**config.mk**
```make
export PLATFORM = sky130hd
export DESIGN_NAME = sysbus_arb
export DESIGN_NICKNAME = d
export VERILOG_FILES = /design/src/rtl/sysbus_arb.sv
export SDC_FILE = /design/constraint.sdc
export NUM_CORES = 1
export LEC_CHECK = 0
export CORE_MARGIN = 1
export CORE_UTILIZATION = 44
export DETAILED_ROUTE_END_ITERATION = 10
export GPL_TIMING_DRIVEN = 0
export PLACE_DENSITY_LB_ADDON = 0.1
export SLEW_MARGIN = 5
export SYNTH_ARGS = -nofsm -noshare
export SYNTH_HDL_FRONTEND = slang
export SYNTH_SLANG_ARGS = --single-unit
export TNS_END_PERCENT = 30
```
**constraint.sdc**
```tcl
create_clock -name __clk -period 1.85 [get_ports __clk]
set_clock_uncertainty 0.05 [all_clocks]
set_input_delay 0.37 -clock __clk [delete_from_list [all_inputs] [get_ports __clk]]
set_output_delay 0.37 -clock __clk [all_outputs]
set_load 0.02 [all_outputs]
```
**src/rtl/sysbus_arb.sv**
```systemverilog
// Fixed-priority system-bus arbiter (index 0 highest): grant 1 cycle after request, one transaction per grant.
// No backpressure: a grant ends on OK/EN/PE, on request withdrawal, or on timeout, followed by one TURN cycle.
module sysbus_arb #(
   parameter int NREQ = 4,
   parameter int TMO  = 64,
   parameter int IDW  = $clog2(NREQ)
) (
   input  logic            __clk,
   input  logic            clo_n,
   input  logic [NREQ-1:0] zg,
   input  logic            rok,
   input  logic            ren,
   input  logic            rpe,
   output logic [NREQ-1:0] zw,
   output logic            busy,
   output logic [IDW-1:0]  owner,
   output logic            done,
   output logic            done_pe,
   output logic            alarm,
   output logic [IDW-1:0]  alm_id
);

   localparam int TW = $clog2(TMO) + 1;
   localparam logic [TW-1:0] T_LAST = TW'(TMO - 1);

   typedef enum logic [1:0] {
      IDLE = 2'd0,
      GNT  = 2'd1,
      TURN = 2'd2
   } state_t;

   state_t          state;
   logic [TW-1:0]   timer;
   logic [IDW-1:0]  win;
   logic [NREQ-1:0] win_oh;

   // Scan from the top so the lowest requesting index is the last write.
   always_comb begin
      win = '0;
      for (int i = NREQ - 1; i >= 0; i--) begin
         if (zg[i]) win = IDW'(i);
      end
   end

   assign win_oh = {{(NREQ-1){1'b0}}, 1'b1} << win;
   assign busy   = |zw;

   always_ff @(posedge __clk or negedge clo_n) begin
      if (!clo_n) begin
         state   <= IDLE;
         zw      <= '0;
         owner   <= '0;
         done    <= 1'b0;
         done_pe <= 1'b0;
         alarm   <= 1'b0;
         alm_id  <= '0;
         timer   <= '0;
      end else begin
         done    <= 1'b0;
         done_pe <= 1'b0;
         alarm   <= 1'b0;
         case (state)
            IDLE, TURN: begin
               if (|zg) begin
                  zw    <= win_oh;
                  owner <= win;
                  timer <= '0;
                  state <= GNT;
               end else begin
                  state <= IDLE;
               end
            end
            GNT: begin
               // Withdrawal outranks a response, which outranks the timeout.
               if (!zg[owner]) begin
                  zw    <= '0;
                  state <= TURN;
               end else if (rok | ren | rpe) begin
                  zw      <= '0;
                  done    <= 1'b1;
                  done_pe <= rpe;
                  state   <= TURN;
               end else if (timer == T_LAST) begin
                  zw     <= '0;
                  alarm  <= 1'b1;
                  alm_id <= owner;
                  state  <= TURN;
               end else begin
                  timer <= timer + TW'(1);
               end
            end
            default: begin
               zw    <= '0;
               state <= IDLE;
            end
         endcase
      end
   end

endmodule
```
==> metrics, run 1 <==
status=finished clean; Synth async-reset ratio=1.00; I/O Buffers=20; first-pass GRT wire length=3330 um; reg2reg setup slack=70 ps; Crit Reg-Reg Endpoint=alm_id[0]; Critical Path RT=1430 ps; overall power=1390 uW; DIE AREA=2440 um2; post-synth top area share=0.506; Finished Core Util=0.632; total core area=2040 um2; HPWL after DPL=1560 um; max-slew violation count=0; Syn Area/Cell=10.9 um2; CTS Hold Bufs=0; WL/cell=14.3 um; depth of the worst register-to-register path=5; CTS H-tree depth=1; CTS tree=done; number of CTS-inserted buffers=3; normalized max-slew margin=0.423; DR iter-0 viols=2; final setup margin=48.1 ps; Residual DRC=0; Die Width=49.4 um; Hold Path Stages=1; Core Rows=16; # Max-Cap Violations=0; largest net degree at the start of global routing=21; Final period util=0.974; Worst Hold End=alm_id[1]; Hold Path Origin=alm_id[1]; Worst Path Max Fanout=2; Crit path largest cell delay=510 ps; Reg clk slew, reported paths=110 ps; reg-to-reg startpoint=timer[0]; vias post-DR=791; Seq cells post-synth=20; cell area after layout=1290 um2; Cells after Synth=91; layout cells sized above 1=0.188; PD cells=1070 nW/um2; area delta synth->final=30.5%; nets=128; achievable frequency=555 MHz; GP Congestion=0.742; initial core utilization=0.484; Data arrival, critical path=1380 ps; unrepaired setup endpoints after global routing=true; Primary FF master, synth=dfrtp_1; critical path capture point type=output pin; crit path cell chain=or4_1, buf_2; die height=49.4 um; crit start category=register; Slew @ Worst Pin=862 ps; Worst-Skew Late Latency=300 ps; cell taking the most area after synthesis=dfrtp_1; 1st-pass router iterations=4; synth warn=0; pre-CTS setup slack=-413 ps; peak supply drop=0.515 mV; initial antenna violation count=0; Cell variety after synth=36; Hold Fails Final Rpt=0; Leakage=0.000610 uW; vias in the first global route=757; Cell Area, Synth=988 um2; Ports=21; critical path class=register to output pin; CTS sink cnt=20; Total Routed Length=2050 um; final hold slack=474 ps; GRT Util Overall=0.181; register area share after synthesis=0.506; slowest library cell on the worst path=or4_1; worst hold path type=register to register; CTS root buf=clkbuf_4; vias per cell=5.49; EDFF count, synth=0; Finish-stage setup viols=0; top cells by area, synth=dfrtp_1 (51%), nor2_1 (2.7%), a211o_1 (2.7%); CTS Buffer Depth=2; grt ovf=0; placed cell areas=1220 um2; FILL cells=180; Tmin final=1800 ps; Mapped Nets=101; ANT cells=0; Routed Antenna Nets=0
## layout by cell type, fill, tap and decap left out, types with 2 or more instances in the layout
cell type and instances:
nand3_1 3, o2bb2ai_1 2, nor3_1 4, o22a_1 2
mux2_2 2, clkbuf_4 3, clkbuf_1 2, and3_1 3
a21oi_1 2, nor4_1 3, a21o_1 2, o311a_1 2
nor2_1 7, clkdlybuf4s50_1 14, nor2b_1 2, dfrtp_1 17
o21ai_0 4, inv_1 5, a211o_1 3, buf_4 2
dfrtp_2 3, dlygate4sd2_1 4, a31oi_1 2, nand2_1 3
## area by class of cell
| class | count | area, um2 | area share |
|---|---|---|---|
| multi-input combinational | 64 | 482 | 0.373 |
| tap | 27 | 33.8 | 0.0262 |
| timing repair buffer | 22 | 208 | 0.161 |
| clock buffer | 4 | 36.3 | 0.0281 |
| inverter | 5 | 18.8 | 0.0145 |
| buffer | 2 | 7.51 | 0.00582 |
| sequential | 20 | 504 | 0.391 |
## worst max-delay path by stage
stage | from | to | slack [ps] | cells after the start
global placement | zg[0] | alm_id[0] | -410 | 5
floorplan | owner[0] | alm_id[0] | 30 | 4
finish | zw[1] | busy | 50 | 2
CTS | zw[1] | busy | 20 | 2
global route | zw[1] | busy | -1 | 2
detailed placement | zg[0] | alm_id[1] | -410 | 5
## sequential cells by signal, indices dropped and copies added (netlist names)
name / flops
state: 2
alm_id: 2
timer: 7
done_pe: 1
alarm: 1
done: 1
owner: 2
zw: 4
## cells in the mapped netlist (2+ instances only)
cell / n
nor4_1: 3
a21o_1: 2
inv_1: 5
a21oi_1: 2
mux2_2: 2
o2bb2ai_1: 2
o311a_1: 2
and3_1: 3
dfrtp_1: 20
o22a_1: 2
nand3_1: 3
nor2_1: 7
nor3_1: 4
nand3_2: 2
a31oi_1: 2
clkbuf_1: 2
nand2_1: 3
o21ai_0: 4
nor2b_1: 2
a211o_1: 3
## layer usage
layer,share of wire,track usage
met2,0.49,0.295
met4,0.012,0.0714
met1,0.47,0.241
met5,0,0
met3,0.036,0.0280
## critical path: cells and delay by family (launching register included)
kind | cells | cell delay, ps
buf+inv | 1 | 170
flops | 1 | 390
simple gates | 1 | 510
## what timing repair did
item | 4_1_cts | 5_1_grt
setup buffers | 2 | 0
pin swaps | 1 | 0
setup endpoints to repair | 4 | 6
gates resized for setup | 11 | 4
## report_power, final
group          leakage [uW]  internal (uW)  switching (uW)  total, uW
Sequential         0.000265            516            58.4        574
Clock             0.0000210            120             138        259
Combinational      0.000324            237             317        553
Total              0.000610            872             514       1390
## per-stage QoR
stage	setup TNS, ps	instances
5_1_grt	-1.28	144
3_5_place_dp	-3780	138
3_3_place_gp	-3650	138
6_report	0	144
2_1_floorplan	0	91
4_1_cts	0	144
## logic make-up (layout without fill, tap and decap cells)
family                     after synthesis  count (layout)  synth area share
AOI/OAI and AO/OA                       23              23             0.176
DFF                                     20              20             0.506
buffers and inverters                    7              33            0.0266
muxes                                    4               4            0.0557
adders and majority gates                1               1            0.0127
and+or+nand+nor                         36              36             0.223
Power figures use the tool's default switching activity.
==> inputs of run 2 (changes only) <==
--- a/config.mk
+++ b/config.mk
@@ -6,10 +6,12 @@
 export NUM_CORES = 1
 export LEC_CHECK = 0
 export CORE_MARGIN = 1
-export CORE_UTILIZATION = 44
+export CORE_UTILIZATION = 46
+export CTS_BUF_LIST = sky130_fd_sc_hd__clkbuf_4
 export DETAILED_ROUTE_END_ITERATION = 10
 export GPL_TIMING_DRIVEN = 0
 export PLACE_DENSITY_LB_ADDON = 0.1
+export SETUP_SLACK_MARGIN = 0.4
 export SLEW_MARGIN = 5
 export SYNTH_ARGS = -nofsm -noshare
 export SYNTH_HDL_FRONTEND = slang
==> run 2 against run 1 <==
  * Sequential cell count is the same
  * First-iteration DRC count grew to 21 times the previous value
  * Clock-buffer cell count is the same
  * Critical path depth is the same
  * Fmax grew 0.90%
  * Sequential share of layout area shrank 3.5 points
  * Worst hold slack gained 2.8 ps
  * Final area grew 9.2%
  * Total power grew 2.1%
==> metrics, run 2 (synthesis gave the netlist of run 1 again) <==
status=finished clean; Slew @ Worst Pin=878 ps (+16.0 ps); Crit Reg-Reg Endpoint=alm_id[1]; HPWL after DPL=1500 um (-3.7%); Die Width=48.4 um (-2.1%); pre-CTS setup slack=-443 ps (-29.9 ps); GP Congestion=0.758 (+2.2%); Crit path largest cell delay=510 ps (about the same); crit start category=register; Ports=21 (unchanged); routing usage on met1=0.266 (+0.0247); Hold Path Stages=1 (unchanged); I/O Buffers=20 (unchanged); 1st-pass router iterations=4 (unchanged); peak supply drop=0.665 mV (+29%); most common cell after layout, fill and taps aside=dfrtp_1; Critical Path RT=1430 ps (about the same); Worst Path Max Fanout=2 (unchanged); critical path class=register to output pin; unrepaired setup endpoints after global routing=true; nets=142 (+11%); Residual DRC=0 (unchanged); FILL cells=145 (-19%); top library cells by usage in the layout, fill and taps aside=dfrtp_1 (19), buf_4 (15), clkdlybuf4s50_1 (9), nor2_1 (7), dlygate4sd2_1 (6); max-slew violation count=0 (unchanged); Reg clk slew, reported paths=110 ps (about the same); slowest library cell on the worst path=or4_1; CP bufs+invs=1 (unchanged); GR peak layer=met2; Largest register FFs=7 (unchanged); CTS sink cnt=20 (unchanged); DR iter-0 viols=41 (+39); initial antenna violation count=0 (unchanged); worst hold path type=register to register; # Max-Cap Violations=0 (unchanged); Hold Path Origin=alm_id[0]; vias post-DR=874 (+10%); placed cell areas=1230 um2 (+0.92%); Total Routed Length=2300 um (+12%); die height=48.4 um (-2.1%); CTS root buf=clkbuf_4; vias per cell=5.53 (+0.70%); Core Rows=16 (unchanged); Leakage=0.000712 uW (+17%); achievable frequency=560 MHz (+0.90%); Hold Fails Final Rpt=0 (unchanged); CTS Buffer Depth=2 (unchanged); vias in the first global route=818 (+8.1%); CTS H-tree depth=1 (unchanged); largest register by flop count=timer; Finish-stage setup viols=0 (unchanged); CTS Hold Bufs=0 (unchanged); grt ovf=0 (unchanged); final setup margin=64.2 ps (+16.1 ps); grt met2 use=0.338 (+0.0435); Final period util=0.965 (-0.00869); area delta synth->final=42.5%; Tmin final=1790 ps (-16.1 ps); Worst-Skew Late Latency=300 ps (about the same); GRT Util Overall=0.201 (+0.0204); layout cells sized above 1=0.298 (+0.110); Worst Hold End=alm_id[0]; initial core utilization=0.499 (+0.0147); CP delay by family, top=simple AND/OR/NAND/NOR gates; number of CTS-inserted buffers=3 (unchanged); ANT cells=0 (unchanged); largest net degree at the start of global routing=21 (unchanged); Non-Filler Instances=158 (+9.7%); PD cells=1000 nW/um2 (-6.5%); reg-to-reg startpoint=timer[1]; Routed Antenna Nets=0 (unchanged); WL/cell=14.5 um (+2.0%); total core area=1980 um2 (-2.9%); depth of the worst register-to-register path=5 (unchanged); crit path cell chain=or4_1, buf_2; DIE AREA=2340 um2 (-4.2%); first-pass GRT wire length=3640 um (+9.1%); Data arrival, critical path=1370 ps (about the same); normalized max-slew margin=0.413 (-0.0107); Inst Count DP=138 (unchanged); met3 Use GR=0.0440 (+0.0160); biggest regs=timer x7, zw x4; cell area after layout=1410 um2 (+9.2%); reg2reg setup slack=110 ps (+40 ps); CTS tree=done; critical path depth=2 (unchanged); critical path capture point type=output pin
## run 2: where the power goes
group / switching (uW) / internal (uW) / leakage [uW] / total [uW]
Sequential: 52.7 / 515 / 0.000268 / 567
Clock: 130 / 98.6 / 0.0000184 / 229
Combinational: 346 / 273 / 0.000426 / 619
Total: 530 / 886 / 0.000712 / 1420
## run 2: area by class of cell
class	count	area, um2	area share
Clock buffer	4	30.0	0.0213
Multi-Input combinational cell	64	503	0.357
Tap cell	27	33.8	0.0240
Inverter	5	18.8	0.0133
Sequential cell	20	502	0.356
Timing Repair Buffer	36	313	0.222
Buffer	2	8.76	0.00622
## run 2: how the worst max path moves through the flow
stage | slack, ps | start | to
global route | 40 | zw[1] | busy
global placement | -400 | zg[1] | alm_id[0]
CTS | 60 | zw[1] | busy
floorplan | 120 | owner[0] | alm_id[0]
detailed placement | -440 | zg[1] | alm_id[1]
finish | 60 | zw[1] | busy
## run 2: per-stage QoR
stage / utilization / setup TNS, ps / hold WS, ps / total power [uW]
3_5_place_dp: 0.622 / -4190 / 453 / 1140
5_1_grt: 0.711 / 0 / 510 / 1490
2_1_floorplan: - / 0 / 24.4 / 907
4_1_cts: 0.692 / 0 / 479 / 1400
3_3_place_gp: 0.622 / -3660 / 446 / 1120
6_report: 0.711 / 0 / 476 / 1420
## run 2: layer usage
layer | part of all wire | wire length (um) | vias to the layer above
met5 | 0 | 0 | -
li1 | - | - | 424
met1 | 0.45 | 1020 | 419
met3 | 0.040 | 93 | 6
met2 | 0.50 | 1140 | 25
met4 | 0.016 | 37 | 0
## run 2: what timing repair did
action | 4_1_cts | 5_1_grt
gates resized for setup | 20 | 6
buffers inserted | 11 | 5
pin swaps | 8 | 2
endpoints found under the setup margin | 30 | 29
## run 2: worst register-to-register path, cell delays in order (launching register included)
cell and delay, ps:
dfrtp_1 410, ha_4 170, nand3_4 80, or3_4 350
or2_4 280, mux2_4 300
==> inputs of run 3 (changes only) <==
--- a/config.mk
+++ b/config.mk
@@ -6,10 +6,9 @@
 export NUM_CORES = 1
 export LEC_CHECK = 0
 export CORE_MARGIN = 1
-export CORE_UTILIZATION = 46
+export CORE_UTILIZATION = 30
 export CTS_BUF_LIST = sky130_fd_sc_hd__clkbuf_4
 export DETAILED_ROUTE_END_ITERATION = 10
-export GPL_TIMING_DRIVEN = 0
 export PLACE_DENSITY_LB_ADDON = 0.1
 export SETUP_SLACK_MARGIN = 0.4
 export SLEW_MARGIN = 5
==> run 3 against run 2 <==
  * Final area increased by 5.6%
  * Via count shrank 0.34%
  * Sequential share of layout area is 1.9 points lower
  * Routed wire length shrank 0.78%
  * Sequential power is 1% lower
  * Worst hold slack lost 130 ps
  * Critical endpoint unchanged
==> metrics, run 3 (synthesis gave the netlist of run 1 again) <==
layout cells sized above 1=0.387 (+0.0892); # Max-Cap Violations=0 (unchanged); PD cells=1000 nW/um2 (-0.28%); vias per cell=4.81 (-13%); most common cell after layout, fill and taps aside=buf_4; CTS Hold Bufs=0 (unchanged); Logic pwr share=0.484 (+0.046); top library cells by usage in the layout, fill and taps aside=buf_4 (21), dfrtp_1 (19), nor2_1 (7), clkdlybuf4s50_1 (6), dlygate4sd2_1 (6); die height=59.4 um (+23%); Final period util=0.964 (-0.00157); area delta synth->final=50.5%; initial antenna violation count=0 (unchanged); Largest register FFs=7 (unchanged); normalized max-slew margin=0.766 (+0.353); initial core utilization=0.321 (-0.178); cell area after layout=1490 um2 (+5.6%); CTS H-tree depth=1 (unchanged); CTS tree=done; Residual DRC=0 (unchanged); critical path class=register to output pin; 1st-pass router iterations=4 (unchanged); Core Rows=20 (+4); vias in the first global route=882 (+7.8%); largest register by flop count=timer; first-pass GRT wire length=3980 um (+9.5%); internal power=942 uW (+6.3%); DIE AREA=3530 um2 (+51%); CTS root buf=clkbuf_4; grt ovf=0 (unchanged); GRT Util Overall=0.152 (-0.0489); worst hold path type=primary input to asynchronous set/reset pin; Total Routed Length=2280 um (-0.78%); Switching Power=548 uW (+3.6%); Net Sw Frac=0.368 (-0.00610); nets=148 (+4.2%); Clock power frac=0.140 (-0.022); Routed Antenna Nets=0 (unchanged); CTS Buffer Depth=2 (unchanged); crit start category=register; GP Congestion=0.810 (+6.9%); Leakage=0.000772 uW (+8.5%); Slew @ Worst Pin=350 ps (-528 ps); Worst Path Max Fanout=2 (unchanged); total core area=3080 um2 (+55%); WL/cell=12.6 um (-13%); critical path capture point type=output pin; DR iter-0 viols=25 (-39%); number of CTS-inserted buffers=3 (unchanged); ANT cells=0 (unchanged); max-slew violation count=0 (unchanged); largest net degree at the start of global routing=21 (unchanged); Finish-stage setup viols=0 (unchanged); status=finished clean; vias post-DR=871 (-0.34%); register share of total power=0.376 (-0.025); Worst-Skew Late Latency=300 ps (about the same); Critical Path RT=1430 ps (about the same); CTS sink cnt=20 (unchanged); biggest regs=timer x7, zw x4; Die Width=59.4 um (+23%); I/O Buffers=20 (unchanged); peak supply drop=0.452 mV (-32%); FILL cells=294 (+100%); Data arrival, critical path=1360 ps (about the same); Ports=21 (unchanged); Tmin final=1780 ps (-2.91 ps); unrepaired setup endpoints after global routing=true; Reg clk slew, reported paths=110 ps (about the same); achievable frequency=561 MHz (+0.16%); Hold Fails Final Rpt=0 (unchanged); HPWL after DPL=1690 um (+13%); Finished Core Util=0.483 (-0.228); placed cell areas=1390 um2 (+13%)
==> run 3: power by group through the flow <==
stage          sequential [uW]  combinational (uW)  clock (uW)
6_report                   560                 722         209
5_1_grt                    573                 784         244
4_1_cts                    561                 699         227
3_5_place_dp               577                 644           0
3_3_place_gp               574                 644           0
2_1_floorplan              635                 272           0
==> run 3: area by class of cell <==
class,count,area (um2),area share
Multi-Input combinational cell,64,508,0.341
Clock inverter,1,3.75,0.00252
Clock buffer,3,22.5,0.0151
Tap cell,44,55.1,0.0370
Sequential cell,20,502,0.337
Inverter,5,18.8,0.0126
Timing Repair Buffer,44,378,0.254
==> run 3: repair_timing <==
action / 4_1_cts / 5_1_grt
pin swaps: 6 / 4
gates resized for setup: 36 / 12
buffers inserted: 5 / 0
setup endpoints to repair: 30 / 28
==> run 3: final timing paths <==
check	from	endpoint	slack, ps	cells after the start
max reg2reg	owner[0]	alm_id[0]	150	4
min reg2reg	alm_id[0]	alm_id[0]	480	1
min	clo_n	owner[0]	340	2
min in group __clk	rok	done	470	3
max	zw[1]	busy	70	2
max in group asynchronous	clo_n	owner[0]	1190	2
==> run 3: critical path, stage by stage (launching register included) <==
cell and delay (ps):
dfrtp_1 390, or4_4 530, buf_6 150
==> run 3: metrics by stage <==
step | TNS (ps) | std cells | power [uW] | hold WS, ps | setup WS (ps)
floorplan | 0 | 91 | 907 | 24.4 | 116
global placement | -2060 | 172 | 1220 | 450 | -218
detailed placement | -2170 | 172 | 1220 | 456 | -231
CTS | 0 | 181 | 1490 | 346 | 42.3
global route | 0 | 181 | 1600 | 362 | 18.5
finish | 0 | 181 | 1490 | 344 | 67.1
==> run 3: routing by layer <==
metal / up-vias / part of all wire / GRT usage
li1: 429 / - / -
met1: 422 / 0.49 / 0.196
met2: 18 / 0.46 / 0.252
met3: 2 / 0.043 / 0.0437
met4: 0 / 0.0088 / 0.0340
met5: - / 0 / 0
==> RTL edit (flow settings as in run 3) <==
Register the inputs `zg`, `rok`, `ren` and `rpe` before use. The logic sees them one clock later.
--- a/src/rtl/sysbus_arb.sv
+++ b/src/rtl/sysbus_arb.sv
@@ -31,2 +31,14 @@
 
+   logic [NREQ-1:0] zg_q;
+   logic rok_q;
+   logic ren_q;
+   logic rpe_q;
+
+   always_ff @(posedge __clk) begin
+      zg_q  <= zg;
+      rok_q <= rok;
+      ren_q <= ren;
+      rpe_q <= rpe;
+   end
+
    state_t          state;
@@ -40,3 +52,3 @@
       for (int i = NREQ - 1; i >= 0; i--) begin
-         if (zg[i]) win = IDW'(i);
+         if (zg_q[i]) win = IDW'(i);
       end
@@ -63,3 +75,3 @@
             IDLE, TURN: begin
-               if (|zg) begin
+               if (|zg_q) begin
                   zw    <= win_oh;
@@ -74,9 +86,9 @@
                // Withdrawal outranks a response, which outranks the timeout.
-               if (!zg[owner]) begin
+               if (!zg_q[owner]) begin
                   zw    <= '0;
                   state <= TURN;
-               end else if (rok | ren | rpe) begin
+               end else if (rok_q | ren_q | rpe_q) begin
                   zw      <= '0;
                   done    <= 1'b1;
-                  done_pe <= rpe;
+                  done_pe <= rpe_q;
                   state   <= TURN;
Formal check against the unedited RTL: not equivalent (Yosys sat finds a counterexample within 4 cycles, from zero or initial values).
==> RTL edit against run 3 <==
The run now ends with setup timing left; synthesized cell count rose by 6.6%; clock power rose by 32%; final cell count rose by 0.55%; worst setup slack got worse by 0.069 ns; final area rose by 14%; sequential cell count rose by 7; worst hold slack got worse by 0.047 ns; power rose by 26%; synthesized area rose by 15%; first-iteration DRC count fell by 64%; wire length rose by 20%; die area rose by 14%.
==> RTL edit: results (changes against run 3) <==
[run_status]
status=finished, violations left
violations=setup timing

[worst_setup_path]
cp-startpoint=zw[0]$_DFFE_PN0P_
r2r_slack_ns=0.08  ; -0.07 ns
worst_ep_arrival_time_ns=1.43  ; +0.07 ns

[synthesis]
seq_area_frac_synth=0.564  ; +0.0582
yosys-top-cells-count=dfrtp_1, nor2_1, dfxtp_1
synth_nets=107  ; +5.9%

[timing]
finalWorstSetupSlack_ns=-0.00175  ; -0.0689 ns
finalSetupViolCount=1  ; +1
finalSetupTns_ns=-0.00175  ; -0.00175 ns

[layout]
drive_above_1_share=0.434  ; +0.0470
top_regs=timer: 7 flops, zg_q: 4 flops, zw: 4 flops
fin_nets=147  ; -0.68%
fillers=333  ; +13%

[pwr]
p_leak_nw=0.866  ; +12%
power_per_cell_area_nw_per_um2=1110  ; +10%

[global_routing]
grt_pass1_vias=908  ; +2.9%
grt_use_total=0.141  ; -0.0113
grt_pass1_wl_um=4350  ; +9.3%

[placed_design]
place_area_um2=1450  ; +4.6%
dpl.hpwl_um=1780  ; +5.4%
gp_congestion=0.744  ; -8.2%
dp_slack_ns=0.0300  ; +0.261 ns

[clock_tree]
insertion_delay_ns=0.34  ; +0.04 ns

[drt]
drt_iter0_markers=9  ; -64%
wl_um=2730  ; +20%

## RTL edit: cell count changes after synthesis, moves of 2 or more
cell	run 3	this run
dfxtp_1	0	7
and3_1	3	1
mux2_4	0	2
mux2_2	2	0
## RTL edit: final cells by class
cell class              instances  share of cell area
clock buffers                   3              0.0133
inverters                       5              0.0110
repair buffers                 37               0.223
clock inverters                 1             0.00442
multi-input cells              63               0.334
well taps                      46              0.0339
flip-flops and latches         27               0.380
## RTL edit: worst min path at each step
stage,slack [ns],end,cells past startpoint
floorplan,0.02,alarm$_DFF_PN0_,0
detailed placement,0.45,alm_id[1]$_DFFE_PN0P_,1
global route,0.30,owner[0]$_DFFE_PN0P_,2
CTS,0.29,owner[0]$_DFFE_PN0P_,2
global placement,0.45,alm_id[0]$_DFFE_PN0P_,1
finish,0.30,owner[0]$_DFFE_PN0P_,2
## RTL edit: critical path: cells and delay by family (launching register included)
family	cells	cell delay, ns
simple gates	1	0.53
flops	1	0.42
buf+inv	1	0.15
## RTL edit: where the power goes
part	switching [W]	internal [W]
clock network	0.000193	0.0000828
registers	0.0000545	0.000674
logic	0.000432	0.000445
total	0.000679	0.00120
## RTL edit: per-layer routing
layer  vias up  track usage  routed length, um
li1        437            -                  -
met1       443        0.202               1310
met2        16        0.209               1290
met3         4       0.0199                 78
met4         0       0.0597                 52
met5         -            0                  0
## RTL edit: cells by family (layout without fill, tap and decap cells)
group,count (synthesis),count (layout),synth area share
AOI/OAI and AO/OA,24,24,0.161
buffers and inverters,7,46,0.0232
DFF,27,27,0.564
and+or+nand+nor,34,34,0.185
adders and majority gates,1,1,0.0110
muxes,4,4,0.0551
## RTL edit: what timing repair did
action	4_1_cts	5_1_grt
setup buffers	7	2
hold buffers	0	0
resized for setup	43	36
setup endpoints to repair	28	29
pin swaps	0	19
## RTL edit: per-stage QoR
step / power [W] / instances
after floorplan: 0.00108 / 97
after global placement: 0.00135 / 169
after detailed placement: 0.00136 / 169
after CTS: 0.00173 / 180
after global routing: 0.00199 / 182
final: 0.00188 / 182
